**src/rtl/audio_dac_serializer.sv**
```systemverilog
// Stereo I2S DAC serializer: buffers 2*DATA_WIDTH-bit sample words in a FIFO and shifts them
// out on DACDAT, timed by the codec-mastered BCLK/DACLRC oversampled in the system clock domain.
module audio_dac_serializer #(
    parameter int DATA_WIDTH = 16,
    parameter int FIFO_DEPTH = 8
) (
    input  logic                            avs_s1_clk,
    input  logic                            avs_s1_reset,
    input  logic                            avs_s1_export_BCLK,
    input  logic                            avs_s1_export_DACLRC,
    output logic                            avs_s1_export_DACDAT,
    input  logic [2*DATA_WIDTH-1:0]         snk_data,
    input  logic                            snk_valid,
    output logic                            snk_ready,
    input  logic                            enable,
    output logic [$clog2(FIFO_DEPTH):0]     fifo_level,
    output logic [15:0]                     underflow_count,
    output logic [1:0]                      state_dbg
);

    localparam int AW = $clog2(FIFO_DEPTH);
    localparam int LW = AW + 1;
    localparam int CW = $clog2(DATA_WIDTH) + 1;

    typedef enum logic [1:0] {
        ST_IDLE  = 2'd0,
        ST_LEFT  = 2'd1,
        ST_RIGHT = 2'd2
    } state_t;

    state_t                  state, state_n;
    logic [2:0]              bclk_sr, lrc_sr;
    logic                    bclk_fall, lrc_fall, lrc_rise;
    logic [2*DATA_WIDTH-1:0] mem [FIFO_DEPTH];
    logic [AW-1:0]           wr_ptr, rd_ptr;
    logic                    full, empty, push, pop;
    logic [2*DATA_WIDTH-1:0] frame_q;
    logic [CW-1:0]           bit_cnt, bit_cnt_n;
    logic                    delay, delay_n;
    logic                    dac_n;
    logic                    frame_start;
    logic [DATA_WIDTH-1:0]   slot_word, slot_shift;

    // Bits [0],[1] are the synchronizer pair, [2] is the history flop for edge detection.
    always_ff @(posedge avs_s1_clk or negedge avs_s1_reset) begin
        if (!avs_s1_reset) begin
            bclk_sr <= '0;
            lrc_sr  <= '0;
        end else begin
            bclk_sr <= {bclk_sr[1:0], avs_s1_export_BCLK};
            lrc_sr  <= {lrc_sr[1:0], avs_s1_export_DACLRC};
        end
    end

    assign bclk_fall = bclk_sr[2] & ~bclk_sr[1];
    assign lrc_fall  = lrc_sr[2] & ~lrc_sr[1];
    assign lrc_rise  = ~lrc_sr[2] & lrc_sr[1];

    // Handshake: a word transfers on every clock edge where snk_valid & snk_ready; snk_ready
    // depends only on the registered level, so a pop never opens room in the same cycle.
    assign full      = (fifo_level == LW'(FIFO_DEPTH));
    assign empty     = (fifo_level == '0);
    assign snk_ready = ~full;
    assign push      = snk_valid & ~full;
    assign pop       = frame_start & ~empty;

    always_ff @(posedge avs_s1_clk) begin
        if (push) begin
            mem[wr_ptr] <= snk_data;
        end
    end

    always_ff @(posedge avs_s1_clk or negedge avs_s1_reset) begin
        if (!avs_s1_reset) begin
            wr_ptr     <= '0;
            rd_ptr     <= '0;
            fifo_level <= '0;
        end else begin
            if (push) wr_ptr <= wr_ptr + 1'b1;
            if (pop)  rd_ptr <= rd_ptr + 1'b1;
            fifo_level <= fifo_level + LW'(push) - LW'(pop);
        end
    end

    // LRC edges are resolved before BCLK so a coincident bclk_fall consumes the delay slot.
    always_comb begin
        state_n     = state;
        bit_cnt_n   = bit_cnt;
        delay_n     = delay;
        dac_n       = avs_s1_export_DACDAT;
        frame_start = 1'b0;
        slot_word   = '0;
        slot_shift  = '0;
        case (state)
            ST_IDLE: begin
                dac_n = 1'b0;
                if (lrc_fall && enable) begin
                    frame_start = 1'b1;
                    state_n     = ST_LEFT;
                end
            end
            ST_LEFT, ST_RIGHT: begin
                if (lrc_fall) begin
                    if (enable) begin
                        frame_start = 1'b1;
                        state_n     = ST_LEFT;
                    end else begin
                        state_n = ST_IDLE;
                        dac_n   = 1'b0;
                    end
                end else if (lrc_rise) begin
                    state_n   = ST_RIGHT;
                    bit_cnt_n = '0;
                    delay_n   = 1'b1;
                end
            end
            default: state_n = ST_IDLE;
        endcase
        if (frame_start) begin
            bit_cnt_n = '0;
            delay_n   = 1'b1;
        end
        if (bclk_fall && state_n != ST_IDLE) begin
            slot_word  = (state_n == ST_LEFT) ? frame_q[2*DATA_WIDTH-1:DATA_WIDTH]
                                              : frame_q[DATA_WIDTH-1:0];
            slot_shift = slot_word << bit_cnt_n;
            if (delay_n) begin
                delay_n = 1'b0;
                dac_n   = 1'b0;
            end else if (bit_cnt_n < CW'(DATA_WIDTH)) begin
                dac_n     = slot_shift[DATA_WIDTH-1];
                bit_cnt_n = bit_cnt_n + 1'b1;
            end else begin
                dac_n = 1'b0;
            end
        end
    end

    always_ff @(posedge avs_s1_clk or negedge avs_s1_reset) begin
        if (!avs_s1_reset) begin
            state                <= ST_IDLE;
            bit_cnt              <= '0;
            delay                <= 1'b0;
            avs_s1_export_DACDAT <= 1'b0;
            frame_q              <= '0;
            underflow_count      <= '0;
        end else begin
            state                <= state_n;
            bit_cnt              <= bit_cnt_n;
            delay                <= delay_n;
            avs_s1_export_DACDAT <= dac_n;
            if (frame_start) begin
                frame_q <= empty ? '0 : mem[rd_ptr];
                if (empty && underflow_count != 16'hFFFF) begin
                    underflow_count <= underflow_count + 16'd1;
                end
            end
        end
    end

    assign state_dbg = state;

endmodule

```
**config.mk**
```make
export PLATFORM = sky130hd
export DESIGN_NAME = audio_dac_serializer
export DESIGN_NICKNAME = d
export VERILOG_FILES = /design/src/rtl/audio_dac_serializer.sv
export SDC_FILE = /design/constraint.sdc
export NUM_CORES = 1
export LEC_CHECK = 0
export ABC_AREA = 1
export CAP_MARGIN = 10
export CORE_MARGIN = 2
export CORE_UTILIZATION = 35
export DETAILED_ROUTE_END_ITERATION = 6
export GPL_TIMING_DRIVEN = 0
export PLACE_DENSITY = 0.53
export SLEW_MARGIN = 10
export SYNTH_ARGS = -nofsm -noshare
export SYNTH_HDL_FRONTEND = slang
export SYNTH_SLANG_ARGS = --single-unit
export TNS_END_PERCENT = 100
```
**constraint.sdc**
```tcl
create_clock -name avs_s1_clk -period 7.2 [get_ports avs_s1_clk]
set_clock_uncertainty 0.05 [all_clocks]
set_input_delay 1.44 -clock avs_s1_clk [delete_from_list [all_inputs] [get_ports avs_s1_clk]]
set_output_delay 1.44 -clock avs_s1_clk [all_outputs]
set_load 0.03 [all_outputs]
```
After elaboration in Yosys (flattened, before gate mapping)
Memory sizes are Yosys's and may differ from the RTL's.
Cells that the tools add are included.
W data, S select, Z words.
{"block": "word_totals", "regBits": 73, "ram_bits": 256, "in_bits": 38, "output_inout_bits": 24, "wordCells": 78, "n_memories": 1}
{"block": "op_classes", "addsub": 6, "n_lt_le_gt_ge": 1, "eq_ne": 7, "shifts": 1, "n_mux": 31, "bitwise_logic": 10, "reduce_logical": 10}
{"memory": "mem", "words": 8, "word_bits": 32, "rd": 1, "rd_ports_with_merged_regs": 0, "wr": 1, "line": "34", "source": "logic [2*DATA_WIDTH-1:0] mem [FIFO_DEPTH];"}
{"operator": "$mux W5", "count": 7}
{"operator": "$mux W32", "count": 1}
{"operator": "$add A16 B1 Y16 const B", "count": 1}
{"operator": "$mux W1", "count": 16}
{"operator": "$mux W16", "count": 1}
{"operator": "$ne A16 B16 Y1 const B", "count": 1}
{"operator": "$shl A16 B5 Y16", "count": 1}
{"operator": "$add A3 B1 Y3 const B", "count": 2}
{"operator": "$mux W2", "count": 3}
{"operator": "$ne A3 B3 Y1 const B", "count": 2}
{"operator": "$add A5 B1 Y5 const B", "count": 1}
{"operator": "$and A1 B1 Y1", "count": 5}
{"operator": "$lt A5 B5 Y1 const B", "count": 1}
{"operator": "$not A1 Y1", "count": 5}
{"operator": "$add A4 B1 Y4", "count": 1}
{"operator": "$eq A2 B1 Y1 const B", "count": 2}
{"operator": "$eq A4 B4 Y1 const B", "count": 1}
{"operator": "$logic_not A4 Y1", "count": 1}
{"operator": "$pmux W1 S2", "count": 2}
{"operator": "$pmux W2 S2", "count": 1}
{"operator": "$sub A4 B1 Y4", "count": 1}
{"operator": "$logic_and A1 B1 Y1", "count": 3}
{"operator": "$reduce_and A3 Y1", "count": 1}
{"operator": "$reduce_bool A3 Y1", "count": 1}
{"operator": "other kinds (5)", "count": 5}

Longest topological paths before layout
{"block": "logic_depth", "word_depth": 11, "mapped_depth": 16, "mapped_depth_nobuf": 16}

Worst setup path before layout
OpenSTA, ideal clock, no wires.
{"block": "synth_path", "path_type": "in2reg", "startpoint": "input port snk_valid", "endpoint": "memory mem[0][0] in the netlist's numbering, enable pin", "setup_time_ns": 0.421, "t_arrival_ns": 3.226, "required_time_ns": 6.729, "path_slack_ns": 3.503, "path_stages": 3, "n_path_buf": 0, "path_cell_list": "nand2_1 -> or2_2 -> nor2_1"}
{"block": "synth_between", "elab_chain_len": 3}
{"element": "start: declaration", "line": "13", "source": "input logic snk_valid,"}
{"element": "$and A1 B1 Y1", "line": "64", "source": "assign push = snk_valid & ~full;"}
{"element": "$mux W1", "line": "68", "source": "if (push) begin"}
{"element": "$mux W1 (not written as such)", "line": "69", "source": "mem[wr_ptr] <= snk_data;"}
{"element": "end: declaration", "line": "34"}
Every way passes these cells.

Worst setup path after layout
{"block": "layout_path", "startpoint": "input port enable", "endpoint": "register fifo_level[2]"}
{"block": "layout_between", "elab_chain_len": 5, "elab_cells_between_ends": 7, "classes_between": "1 x add/sub; 4 x mux; 1 x bitwise; 1 x reduce/logical"}
{"element": "start: declaration", "line": "15", "source": "input logic enable,"}
{"element": "$mux W1 / $logic_and A1 B1 Y1 (equally long branches)", "line": "104, 97"}
{"element": "$mux W1, on equally long branches", "line": "103, 97"}
{"element": "$pmux W1 S2 (*)", "line": "94", "source": "case (state)"}
{"element": "$and A1 B1 Y1 (*)", "line": "65", "source": "assign pop = frame_start & ~empty;"}
{"element": "net pop", "line": "36", "source": "logic full, empty, push, pop;"}
{"element": "$sub A4 B1 Y4 (*)", "line": "81", "source": "fifo_level <= fifo_level + LW'(push) - LW'(pop);"}
{"element": "end signal: assignment", "line": "81"}
{"element": "end: declaration", "line": "16", "source": "output logic [$clog2(FIFO_DEPTH):0] fifo_level,"}
The timed path passes the listed nets; every way through them passes the cells marked *.
A chain may end at the register's enable or synchronous reset.

==> run_results.csv <==
group,metric,value,unit
outcome,violations,"DRC",
yosys,ys_seq_area_share,71.7,%
cells_and_area,final_cell_mix,"edfxtp_1 (256), o21ai_0 (165), nor2_1 (138)",
flow_run,cap_violations,0,
route,vias,8602,
critical_path,crit_start,"enable",
timing,maxClockFrequency,0.258,GHz
route,wire_per_inst,20.1,um
outcome,status,"finished with violations",
global_routing,grt_pass1_wl,52100,um
yosys,synth_seq_cells,329,
power_and_ir_drop,power_density,397,nW/um^2
clock_network,cts_tree,"yes",
clock_network,clock_latency,0.53,ns
timing,finalSetupTns,0,ns
placement,dp.cells,1633,
critical_path,path_buf_inv,3,
placement,post_dp_cell_area,14800,sq um
yosys,synth_top_area_cell,"edfxtp_1",
yosys,synth_nets,1103,
cells_and_area,layout.nets,1212,
critical_path,cp_common_cell,"ha_1",
clock_network,numCtsBuffers,36,
clock_network,numClockSinks,329,
timing,layout_min_cycle_time,3.88,ns
critical_path,timing.rr.start,"state_dbg[0]",
critical_path,critPathSlowestCell,"a31oi_2",
yosys,synth_area,13300,sq um
yosys,synth.top_cells.by_area,"edfxtp_1 (58%), dfrtp_1 (14%), o21ai_0 (6.2%)",
clock_network,cts_resized,0,
placement,gp_congestion,0.845,
floorplanning,ioPinCount,62,
timing,hold-worst-slack,0.300,ns
yosys,synth_cell_types,37,
cells_and_area,drive_gt1_share,8.25,%
timing,slew_headroom,47.6,%
cells_and_area,area_growth,20.7,%
critical_path,cp_cell_sequence,"clkdlybuf4s50_1 > nand3b_4 > a31oi_2 > buf_2 > ha_1 > inv_1 > ha_1 > fa_1 > xor2_1",
critical_path,cp_top_family,"buffers and inverters",
clock_network,ctsHoldBuffers,0,
yosys,avgSynthCellArea,12.6,sq um
route,vias_per_cell,5.06,
power_and_ir_drop,vdd_drop_max,0.206,mV
floorplanning,fp.dieArea,39500,sq um
route,ant_nets,0,
placement,dp_hpwl,22900,um
global_routing,overflow,0,
floorplanning,die_h,199,um
critical_path,endpoint_kind,"register",
clock_network,cts-root-buf,"clkbuf_16",
power_and_ir_drop,p_leak,5.62,nW
timing,setup_viol,0,
clock_network,cts_buffer_depth,3,
critical_path,setup.reg_to_reg.worst_slack,3.79,ns
cells_and_area,antennaDiodeCount,0,
clock_network,clk_pin_slew,0.06,ns
critical_path,critPathMaxFanout,10,
floorplanning,dieWidth,199,um
critical_path,critPathRequiredTime,7.56,ns
critical_path,path_class,"primary input to register",
route,dr.pass1.iters,7,
cells_and_area,final_common_cell,"edfxtp_1",
timing,final_max_slew_viol_count,0,
timing,period_share,53.9,%
cells_and_area,fillerInstances,3501,
placement,port_buffers,61,
cells_and_area,fin_cells,1699,
global_routing,grt_max_degree,42,
worst_hold_path,hold_path_class,"register to register",
yosys,synthDominantCellAreaShare,57.9,%
worst_hold_path,holdCritStartpoint,"bclk_sr[0]",
floorplanning,core_area,37500,sq um
timing,worstMarginPinSlew,0.783,ns
route,drcViolationCount,5,
global_routing,grt_usage,17.7,%
yosys,yosys_warnings,0,
floorplanning,rows,71,
yosys,syn_inst,1051,
clock_network,h-tree-depth,2,
timing,hold_viol,0,
route,first_iter_violations,859,
critical_path,startpoint_type,"primary input",
global_routing,grt_antenna_before_repair,0,
timing,rsz0062_at_grt,"false",
floorplanning,start_util,35.4,%
cells_and_area,final_area,16000,sq um
clock_network,postCtsSetupRepairBufs,0,
critical_path,crit_arrival,4.24,ns
global_routing,grt_pass1_vias,8615,
route,routed_wl,34100,um
critical_path,max_stage_delay,0.68,ns
[kinds of logic (layout without fill, tap and decap cells)]
| logic type | Yosys count | after routing | share of synthesized area (%) |
|---|---|---|---|
| flops | 329 | 329 | 71.7 |
| simple gates | 296 | 296 | 9.89 |
| buf+inv | 122 | 259 | 3.60 |
| xor+xnor | 23 | 23 | 1.52 |
| fa+ha+maj | 14 | 14 | 1.38 |
| compound gates | 267 | 267 | 11.9 |
[layer usage]
layer	up-vias	GRT usage [%]	share of wire, %
li1	4050	-	-
met1	4215	24.2	45
met2	277	28.8	47
met3	60	2.44	5.2
met4	0	6.72	3.3
met5	-	0	0
[state kept, by name (all words and copies together), names as in the netlist]
register              cells
wr_ptr                    3
fifo_level                4
bclk_sr                   3
state_dbg                 2
bit_cnt                   5
rd_ptr                    3
delay                     1
mem                     256
avs_s1_export_DACDAT      1
frame_q                  32
lrc_sr                    3
underflow_count          16
[area by class of cell]
class / instances / area (sq um) / area share [%]
inverter: 65 / 244 / 1.52
timing repair buffer: 71 / 846 / 5.28
sequential: 329 / 9510 / 59.4
tap: 511 / 639 / 3.99
buffer: 57 / 234 / 1.46
multi-input combinational: 600 / 3340 / 20.8
clock inverter: 18 / 223 / 1.39
clock buffer: 48 / 977 / 6.10
[worst register-to-register path: stages (launching register included)]
cell and delay [ns]:
dfrtp_1 0.42, inv_1 0.09, ha_1 0.33, nor2_1 0.07
nor2_2 0.12, nand3b_4 0.19, a31oi_2 0.68, buf_2 0.40
ha_1 0.16, inv_1 0.04, ha_1 0.20, fa_1 0.38
xor2_1 0.16
[synthesized netlist by cell type, drive strengths merged]
master	number
a22oi	1
or2	1
xor2	16
nand3	62
ha	13
nand4	3
nor3	7
xnor2	7
a31oi	2
nand2	69
nor2	152
clkinv	1
nor4	1
fa	1
inv	64
o211ai	31
edfxtp	256
a21oi	4
o21ai	165
nand3b	1
o221ai	31
o22ai	33
clkbuf	44
buf	13
dfrtp	73
[stage by stage]
| stage | power [mW] | util [%] | setup WS (ns) |
|---|---|---|---|
| after floorplan | 3.70 | - | 3.50 |
| after global placement | 4.43 | 38.7 | 1.37 |
| after detailed placement | 4.52 | 39.5 | 2.75 |
| after CTS | 6.40 | 42.7 | 3.30 |
| after global routing | 6.70 | 42.7 | 3.18 |
| final | 6.36 | 42.7 | 3.32 |
[final timing paths]
check,depth (start not counted),to
hold reg to reg,0,bclk_sr[1]
max in group asynchronous,2,rd_ptr[0]
min in group asynchronous,1,underflow_count[11]
setup / recovery,9,fifo_level[2]
setup reg to reg,12,fifo_level[2]
hold / removal,0,bclk_sr[1]
[report_power, final]
| part | internal (mW) | total, mW | switching (mW) |
|---|---|---|---|
| clock network | 1.14 | 1.88 | 0.742 |
| logic | 0.570 | 1.97 | 1.40 |
| registers | 2.41 | 2.51 | 0.100 |
(Power assumes the default switching activity.)
